### config.mk
export PLATFORM = sky130hd
export DESIGN_NAME = e1b_code_sched
export DESIGN_NICKNAME = d
export VERILOG_FILES = /design/src/rtl/e1b_code_sched.sv
export SDC_FILE = /design/constraint.sdc
export NUM_CORES = 1
export LEC_CHECK = 0
export ABC_AREA = 1
export CAP_MARGIN = 20
export CORE_MARGIN = 2
export CORE_UTILIZATION = 25
export CTS_CLUSTER_SIZE = 24
export DETAILED_ROUTE_END_ITERATION = 10
export SETUP_SLACK_MARGIN = 0.1
export SLEW_MARGIN = 25
export SYNTH_ARGS = -nofsm -noshare
export SYNTH_HDL_FRONTEND = slang
export SYNTH_SLANG_ARGS = --single-unit
export TNS_END_PERCENT = 1
### constraint.sdc
create_clock -name clk -period 5.6 [get_ports clk]
set_clock_uncertainty 0.2 [all_clocks]
set_input_delay 1.4 -clock clk [delete_from_list [all_inputs] [get_ports clk]]
set_output_delay 1.4 -clock clk [all_outputs]
set_load 0.005 [all_outputs]
### src/rtl/e1b_code_sched.sv
// E1B code BRAM controller: sequences CPU loading of the shared code memory and
// time-shares its read port round-robin to prefetch each channel's next chip.
module e1b_code_sched #(
  parameter int GPS_CHANS    = 12,
  parameter int E1B_CODEBITS = 12,
  parameter int E1B_CODELEN  = 4092,
  parameter int BRAM_LAT     = 2
) (
  input  logic                                clk,
  input  logic                                rst_n,
  input  logic                                ld_start,
  input  logic                                wr,
  input  logic [GPS_CHANS-1:0]                tos,
  output logic                                ld_busy,
  output logic                                ld_done,
  output logic                                code_ready,
  output logic                                wr_err,
  input  logic [GPS_CHANS*E1B_CODEBITS-1:0]   nchip_n,
  input  logic [GPS_CHANS-1:0]                full_chip,
  output logic                                bram_we,
  output logic [E1B_CODEBITS-1:0]             bram_waddr,
  output logic [GPS_CHANS-1:0]                bram_wdata,
  output logic [E1B_CODEBITS-1:0]             bram_raddr,
  input  logic [GPS_CHANS-1:0]                bram_rdata,
  output logic [GPS_CHANS-1:0]                code_o
);

  localparam int CH_W = (GPS_CHANS > 1) ? $clog2(GPS_CHANS) : 1;
  localparam logic [E1B_CODEBITS-1:0] LAST_CHIP = E1B_CODEBITS'(E1B_CODELEN - 1);
  localparam logic [CH_W-1:0]         LAST_CH   = CH_W'(GPS_CHANS - 1);

  typedef enum logic [1:0] {IDLE, LOAD, READY} state_t;

  state_t                    state_reg, state_next;
  logic [E1B_CODEBITS-1:0]   waddr_reg, waddr_next;
  logic                      wr_err_reg, wr_err_next;
  logic                      ld_done_reg, ld_done_next;

  always_ff @(posedge clk or negedge rst_n) begin
    if (!rst_n) begin
      state_reg   <= IDLE;
      waddr_reg   <= '0;
      wr_err_reg  <= 1'b0;
      ld_done_reg <= 1'b0;
    end else begin
      state_reg   <= state_next;
      waddr_reg   <= waddr_next;
      wr_err_reg  <= wr_err_next;
      ld_done_reg <= ld_done_next;
    end
  end

  // ld_start takes priority over a coincident wr; that word is dropped silently.
  always_comb begin
    state_next   = state_reg;
    waddr_next   = waddr_reg;
    wr_err_next  = wr_err_reg;
    ld_done_next = 1'b0;
    bram_we      = 1'b0;
    if (ld_start) begin
      state_next  = LOAD;
      waddr_next  = '0;
      wr_err_next = 1'b0;
    end else if (wr) begin
      if (state_reg == LOAD) begin
        bram_we = 1'b1;
        if (waddr_reg == LAST_CHIP) begin
          state_next   = READY;
          waddr_next   = '0;
          ld_done_next = 1'b1;
        end else begin
          waddr_next = waddr_reg + E1B_CODEBITS'(1);
        end
      end else begin
        wr_err_next = 1'b1;
      end
    end
  end

  assign ld_busy    = (state_reg == LOAD);
  assign code_ready = (state_reg == READY);
  assign ld_done    = ld_done_reg;
  assign wr_err     = wr_err_reg;
  assign bram_waddr = waddr_reg;
  assign bram_wdata = tos;

  logic [E1B_CODEBITS-1:0] nchip [GPS_CHANS];
  logic [CH_W-1:0]         ch_p_reg;
  logic [E1B_CODEBITS-1:0] cur_chip, next_chip;
  logic [CH_W-1:0]         tag_ch_reg [BRAM_LAT+1];
  logic [BRAM_LAT:0]       tag_v_reg;
  logic [GPS_CHANS-1:0]    pf_reg, pf_next;
  logic [GPS_CHANS-1:0]    code_o_reg, code_o_next;

  assign cur_chip  = nchip[ch_p_reg];
  assign next_chip = (cur_chip == LAST_CHIP) ? '0 : cur_chip + E1B_CODEBITS'(1);

  // The tag rides alongside the read so the returning data lands in the right channel.
  generate
    for (genvar gi = 0; gi < GPS_CHANS; gi++) begin : g_chan
      assign nchip[gi] = nchip_n[gi*E1B_CODEBITS +: E1B_CODEBITS];
      assign pf_next[gi] = (tag_v_reg[BRAM_LAT] && tag_ch_reg[BRAM_LAT] == CH_W'(gi))
                           ? bram_rdata[gi] : pf_reg[gi];
      assign code_o_next[gi] = (full_chip[gi] && code_ready) ? pf_reg[gi] : code_o_reg[gi];
    end
    for (genvar gi = 1; gi <= BRAM_LAT; gi++) begin : g_tag
      always_ff @(posedge clk or negedge rst_n) begin
        if (!rst_n) begin
          tag_ch_reg[gi] <= '0;
          tag_v_reg[gi]  <= 1'b0;
        end else begin
          tag_ch_reg[gi] <= tag_ch_reg[gi-1];
          tag_v_reg[gi]  <= tag_v_reg[gi-1];
        end
      end
    end
  endgenerate

  always_ff @(posedge clk or negedge rst_n) begin
    if (!rst_n) begin
      ch_p_reg      <= '0;
      bram_raddr    <= '0;
      tag_ch_reg[0] <= '0;
      tag_v_reg[0]  <= 1'b0;
      pf_reg        <= '0;
      code_o_reg    <= '0;
    end else begin
      ch_p_reg      <= (ch_p_reg == LAST_CH) ? '0 : ch_p_reg + CH_W'(1);
      bram_raddr    <= next_chip;
      tag_ch_reg[0] <= ch_p_reg;
      tag_v_reg[0]  <= code_ready;
      pf_reg        <= pf_next;
      code_o_reg    <= code_o_next;
    end
  end

  assign code_o = code_o_reg;

endmodule

Yosys cells after proc, flatten, opt, wreduce, memory -nomap -nowiden

Index checks and enable logic that the tools add are counted.

Register bits after elaboration: 71
Word-level logic and storage cells: 112
Input port bits: 184
Output and inout port bits: 53

Multiplexer cells: 23
Reduce and logical (&&, ||, !) cells: 31
Bitwise operators: 1
Eq/ne operators: 17
Magnitude comparators: 1
Add/subtract/negate cells: 3

Operators by type and width:

| operator                                                              | number |
|---|---|
| 12-bit 2-to-1 mux                                                     | 7 |
| 12-bit binary-select mux with 4-bit select                            | 1 |
| 12-bit by 1-bit adder with 12-bit output, second input constant       | 2 |
| 12-bit equality test, second input constant                           | 2 |
| 1-bit logical AND                                                     | 24 |
| 4-bit equality test, second input constant                            | 5 |
| 4-bit by 3-bit equality test with 1-bit output, second input constant | 4 |
| 1-bit 2-to-1 mux                                                      | 10 |
| 4-bit by 2-bit equality test with 1-bit output, second input constant | 2 |
| 2-bit 2-to-1 mux                                                      | 4 |
| 2-bit nonzero test                                                    | 3 |
| 5-bit greater-or-equal comparator, second input constant              | 1 |
| 4-bit inverter with 5-bit output                                      | 1 |
| 4-bit by 1-bit adder with 4-bit output, second input constant         | 1 |
| 4-bit by 1-bit equality test with 1-bit output, second input constant | 1 |
| 4-bit logical NOT                                                     | 1 |
| 4-bit 2-to-1 mux                                                      | 1 |
| 2-bit AND reduction                                                   | 2 |
| 3-bit AND reduction                                                   | 1 |
| 2-bit by 1-bit equality test with 1-bit output, second input constant | 1 |
| 2-bit equality test, second input constant                            | 1 |
| 2-bit inequality test, second input constant                          | 1 |

Longest topological paths before layout

Gate-level depths: netlist of the first run.

Depth after elaboration: 6
Gate-level depth with buffers: 15
Gate-level depth less buffers: 14

Worst setup path after synthesis of the first run

No wires, ideal clock.

Kind: input to output
From: input port wr
To: output port bram_we
Buffers on the path: 0
Data required time: 4,000 ps
Arrival time: 1,650 ps
Path slack: 2,350 ps
Stages on the path: 2
Path through: nand2_1 -> nor2_1

Cells in the longest elaborated chain, start to end: 2

Ends and longest elaborated chain:

| item             | RTL line | RTL |
|---|---|---|
| start, declared  | 12       | `input logic wr,` |
| 1-bit 2-to-1 mux | 64       | `end else if (wr) begin` |
| 1-bit 2-to-1 mux | 60       | `if (ld_start) begin` |
| end, declared    | 20       | `output logic bram_we,` |

No other way between the ends.

Worst setup path in the final report of the first run

Same ends and word-level chain as after synthesis.

==> impl_metrics.tcl, run 1 <==
set metrics [dict create \
    outcome "finished clean" \
    syn_inst 703 \
    synth-edff-count 0 \
    fmax_mhz 233 \
    place_hpwl_mm 11.7 \
    vias_per_cell 4.42 \
    worstPathMaxFanout 4 \
    clkLatencyLatePin_ns 0.33 \
    min_from "tag_ch_reg[4]" \
    nets 1080 \
    cts_tree "built" \
    synth.area.top_cells "dfrtp_1 38%, nand2_1 17%, inv_1 7.0%" \
    grt.overflow.total 0 \
    cp.arrival_ns 2.69 \
    yosysMostFrequentCell "nand2_1" \
    io_pins 237 \
    whs_path_depth 0 \
    finalHoldViolations 0 \
    slew_viol_final 0 \
    avgSynthCellArea_um2 6.60 \
    hold_buffers 0 \
    clk_pin_slew_ns 0.06 \
    ys.flop_type "dfrtp_1" \
    worstMarginPinSlew_ns 0.821 \
    fp.coreArea_um2 18100 \
    drive_gt1_frac 0.0512 \
    grt_max_degree 77 \
    cap_violations 0 \
    critPathKind "input port to output pin" \
    postRouteAntennaNets 0 \
    drtPass1Iterations 4 \
    p_total_uw 1560 \
    ys_seq_elements 71 \
    crit_start "wr" \
    synth.top_cell.area_share 0.383 \
    reg2reg_depth 15 \
    min_path_type "flip-flop to flip-flop" \
    gr-usage-all-layers 0.156 \
    cts_max_path_buffers 2 \
    num_antenna_cells 0 \
    yosysWarnings 0 \
    rows 49 \
    start_kind "input port" \
    drc 0 \
    cp-end-kind "output pin" \
    place_congestion 0.830 \
    async_flop_share 1.00 \
    syn_nets 890 \
    grt_antenna_before_repair 0 \
    die_x_um 140 \
    port_buffers 212 \
    synth_area_um2 4640 \
    postRouteWirelength_mm 15.2 \
    min_period_over_period 0.767 \
    drt_iter0_drc 226 \
    dr_total_vias 4977 \
    grt_first_pass_wirelength_mm 24.6 \
    die_area_um2 19700 \
    ir_worst_vdd_mv 0.145 \
    dieHeight_um 140 \
    synth_seq_area_share 0.383 \
    cts.sink_count 71 \
    rsz0062_at_grt "no" \
    tns_ns 0 \
    yosys-top-cells-count "210 x nand2_1, 87 x inv_1, 82 x nor2_1" \
    wl_per_cell_um 13.5 \
    cts_resized 0 \
    leakagePower_uw 0.00329 \
    area_delta_synth_final_pct 54.4 \
    p_per_area_nw_per_um2 218 \
    post-cts-setup-buffers 0 \
    root_buffer "clkbuf_16" \
    slew_headroom 0.453 \
    min_period_ns 4.29 \
    setup_viol 0 \
    grt_pass1_vias 4916 \
    synth.distinct_cells 28 \
    htreeDepth 3 \
    r2r-start "ch_p_reg[0]" \
    yosys.area.top_type "dfrtp_1" \
    cts_made_buffers 9 \
    crit_required_ns 4.00 \
    initial_core_util 0.257 \
]
## critical path, stage by stage
cell and delay (ns):
clkdlybuf4s50_1 0.47, nand2_1 0.10, nor2_1 0.18, clkdlybuf4s50_1 0.53
## logic make-up (layout without fill, tap and decap cells)
logic type               count (synthesis)  after routing  synth area share
AND/OR/NAND/NOR                        393            393             0.357
buffers and inverters                  133            328             0.135
adder cells (fa/ha/maj)                  3              3           0.00808
AO/OA/AOI/OAI                          103            103             0.117
flip-flops                              71             71             0.383
## final timing paths
kind                       slack, ns       endpoint
setup / recovery                1.31        bram_we
hold / removal                  0.14  tag_ch_reg[0]
setup reg to reg                2.59  bram_raddr[8]
hold reg to reg                 0.14  tag_ch_reg[0]
max in group asynchronous       3.25   state_reg[0]
min in group asynchronous       0.96  bram_waddr[1]
## where the power goes
group / switching (µW) / internal (µW) / leakage (µW)
registers: 23.7 / 561 / 0.000871
clock network: 222 / 435 / 0.000162
logic: 117 / 202 / 0.00226
## metal layers
layer,track usage,vias to the layer above,wire [µm],share of wire
met5,0,-,0,0
met1,0.197,2180,6840,0.45
li1,-,2599,-,-
met4,0.0404,0,159,0.010
met3,0.0390,10,1040,0.068
met2,0.268,188,7130,0.47
## placed cells by master, fill, tap and decap left out, types with 6 or more instances in the layout
cell and n:
nand2_2 7, buf_4 7, inv_1 87, inv_2 6, nand2_1 210, nand3_1 65
a21oi_1 22, o21ai_0 49, dfrtp_1 70, o22ai_1 11, clkdlybuf4s50_1 211, o21ai_1 15
clkbuf_16 9, nor3_1 14, nor2_1 82
## stage by stage
stage	std cells	area [µm²]	setup slack [ns]	util	hold WS (ns)
after CTS	1127	7170	1.30	0.396	0.146
after detailed placement	1111	6820	1.31	0.377	0.135
after floorplan	703	4640	2.35	-	0.131
after global routing	1127	7170	1.18	0.396	0.153
final	1127	7170	1.31	0.396	0.140
after global placement	1111	6820	1.31	0.377	0.132
## cell type report
cell class | count | area (µm²)
Multi-Input combinational cell | 499 | 2240
Inverter | 93 | 349
Clock inverter | 7 | 119
Fill cell | 1912 | 10900
Timing Repair Buffer | 219 | 2170
Sequential cell | 71 | 1780
Tap cell | 229 | 287
Clock buffer | 9 | 225
Note: power is estimated with default switching activity, not from simulation.
==> run 2, diff against run 1 <==
==> constraint.sdc (replaced) <==
create_clock -name clk -period 4.3 [get_ports clk]
set_clock_uncertainty 0.2 [all_clocks]
set_input_delay 1.075 -clock clk [delete_from_list [all_inputs] [get_ports clk]]
set_output_delay 1.075 -clock clk [all_outputs]
set_load 0.005 [all_outputs]
==> impl_metrics.tcl, run 2 (synthesis gave the netlist of run 1 again) <==
set metrics [dict create \
    outcome "finished clean" \
    postRouteWirelength_mm 15.0 \
    grt.overflow.total 0 \
    fp.coreArea_um2 18100 \
    die_x_um 140 \
    clk_pin_slew_ns 0.06 \
    fmax_mhz 273 \
    worstMarginPinSlew_ns 0.737 \
    start_kind "input port" \
    min_period_over_period 0.851 \
    clkLatencyLatePin_ns 0.33 \
    cap_violations 0 \
    htreeDepth 3 \
    rows 49 \
    cts_resized 0 \
    p_per_area_nw_per_um2 273 \
    slew_viol_final 0 \
    max_stage_delay_ns 0.54 \
    postRouteAntennaNets 0 \
    min_path_type "flip-flop to flip-flop" \
    crit_path_frequent_cell "clkdlybuf4s50_1" \
    p_total_uw 1960 \
    cts_made_buffers 9 \
    cp.arrival_ns 2.38 \
    hold_buffers 0 \
    grt_antenna_before_repair 0 \
    fill_cells 1911 \
    dieHeight_um 140 \
    crit_required_ns 3.02 \
    drc 0 \
    slew_headroom 0.509 \
    cts_tree "built" \
    r2r_end "bram_raddr[8]" \
    cts.sink_count 71 \
    initial_core_util 0.257 \
    layout_common_cells "211 x clkdlybuf4s50_1, 210 x nand2_1, 87 x inv_1" \
    drive_gt1_frac 0.0554 \
    place_hpwl_mm 11.6 \
    grt_max_degree 77 \
    wl_per_cell_um 13.2 \
    dr_total_vias 4948 \
    ir_worst_vdd_mv 0.162 \
    port_buffers 212 \
    leakagePower_uw 0.00330 \
    min_from "tag_ch_reg[5]" \
    reg2reg_depth 14 \
    cp-end-kind "output pin" \
    multiInputGateArea_um2 2240 \
    die_area_um2 19700 \
    grt_pass1_vias 4908 \
    post-cts-setup-buffers 0 \
    finalHoldViolations 0 \
    drt_iter0_drc 197 \
    final_common_cell "clkdlybuf4s50_1" \
    gr-usage-all-layers 0.154 \
    worst_hold_slack_ns 0.145 \
    area_delta_synth_final_pct 54.5 \
    root_buffer "clkbuf_16" \
    whs_path_depth 0 \
    place_congestion 0.838 \
    cts_max_path_buffers 2 \
    io_pins 237 \
    nets 1084 \
    vias_per_cell 4.37 \
    reg2reg_slack_ns 1.42 \
    final_area_um2 7180 \
    worstPathMaxFanout 4 \
    critPathKind "input port to output pin" \
    grt_first_pass_wirelength_mm 24.4 \
    hold_end "tag_ch_reg[1]" \
    rsz0062_at_grt "no" \
    setup_viol 0 \
    drtPass1Iterations 4 \
    placed_area_um2 6860 \
    r2r-start "ch_p_reg[0]" \
    tns_ns 0 \
    num_antenna_cells 0 \
    worstPathCellList "clkdlybuf4s50_1 -> nand2_1 -> nor2_1 -> clkdlybuf4s50_1" \
    cpMaxStageDelayCell "clkdlybuf4s50_1" \
    seqCellArea_um2 1780 \
    min_period_ns 3.66 \
]
[run 2: power by group]
group / switching [µW] / internal [µW]
sequential: 29.4 / 731
clock: 279 / 508
combinational: 150 / 263
[run 2: layer usage]
metal  GRT usage  share of wire
met1       0.197           0.45
met2       0.262           0.46
met3      0.0359          0.071
met4      0.0367         0.0096
met5           0              0
[run 2: layout make-up]
| type | instances | share of cell area |
|---|---|---|
| tap | 229 | 0.0399 |
| clock inverter | 7 | 0.0133 |
| inverter | 93 | 0.0486 |
| timing repair buffer | 223 | 0.307 |
| multi-input combinational | 499 | 0.312 |
| clock buffer | 9 | 0.0314 |
| sequential | 71 | 0.248 |
[run 2: stage by stage]
stage	std cells	worst slack, ns	utilization
after floorplan	703	1.70	-
after global placement	1115	0.672	0.379
after detailed placement	1115	0.638	0.379
after CTS	1131	0.632	0.397
after global routing	1131	0.550	0.397
final	1131	0.643	0.397
[run 2: how the worst max path moves through the flow]
stage,start,cells past startpoint,endpoint
floorplan,wr,2,bram_we
global route,wr,4,bram_we
CTS,wr,4,bram_we
global placement,wr,4,bram_we
detailed placement,wr,4,bram_we
finish,wr,4,bram_we
[run 2: worst max-delay path: cells and delay by family]
kind	cells	cell delay, ns
simple gates	2	0.29
buf+inv	2	1.02
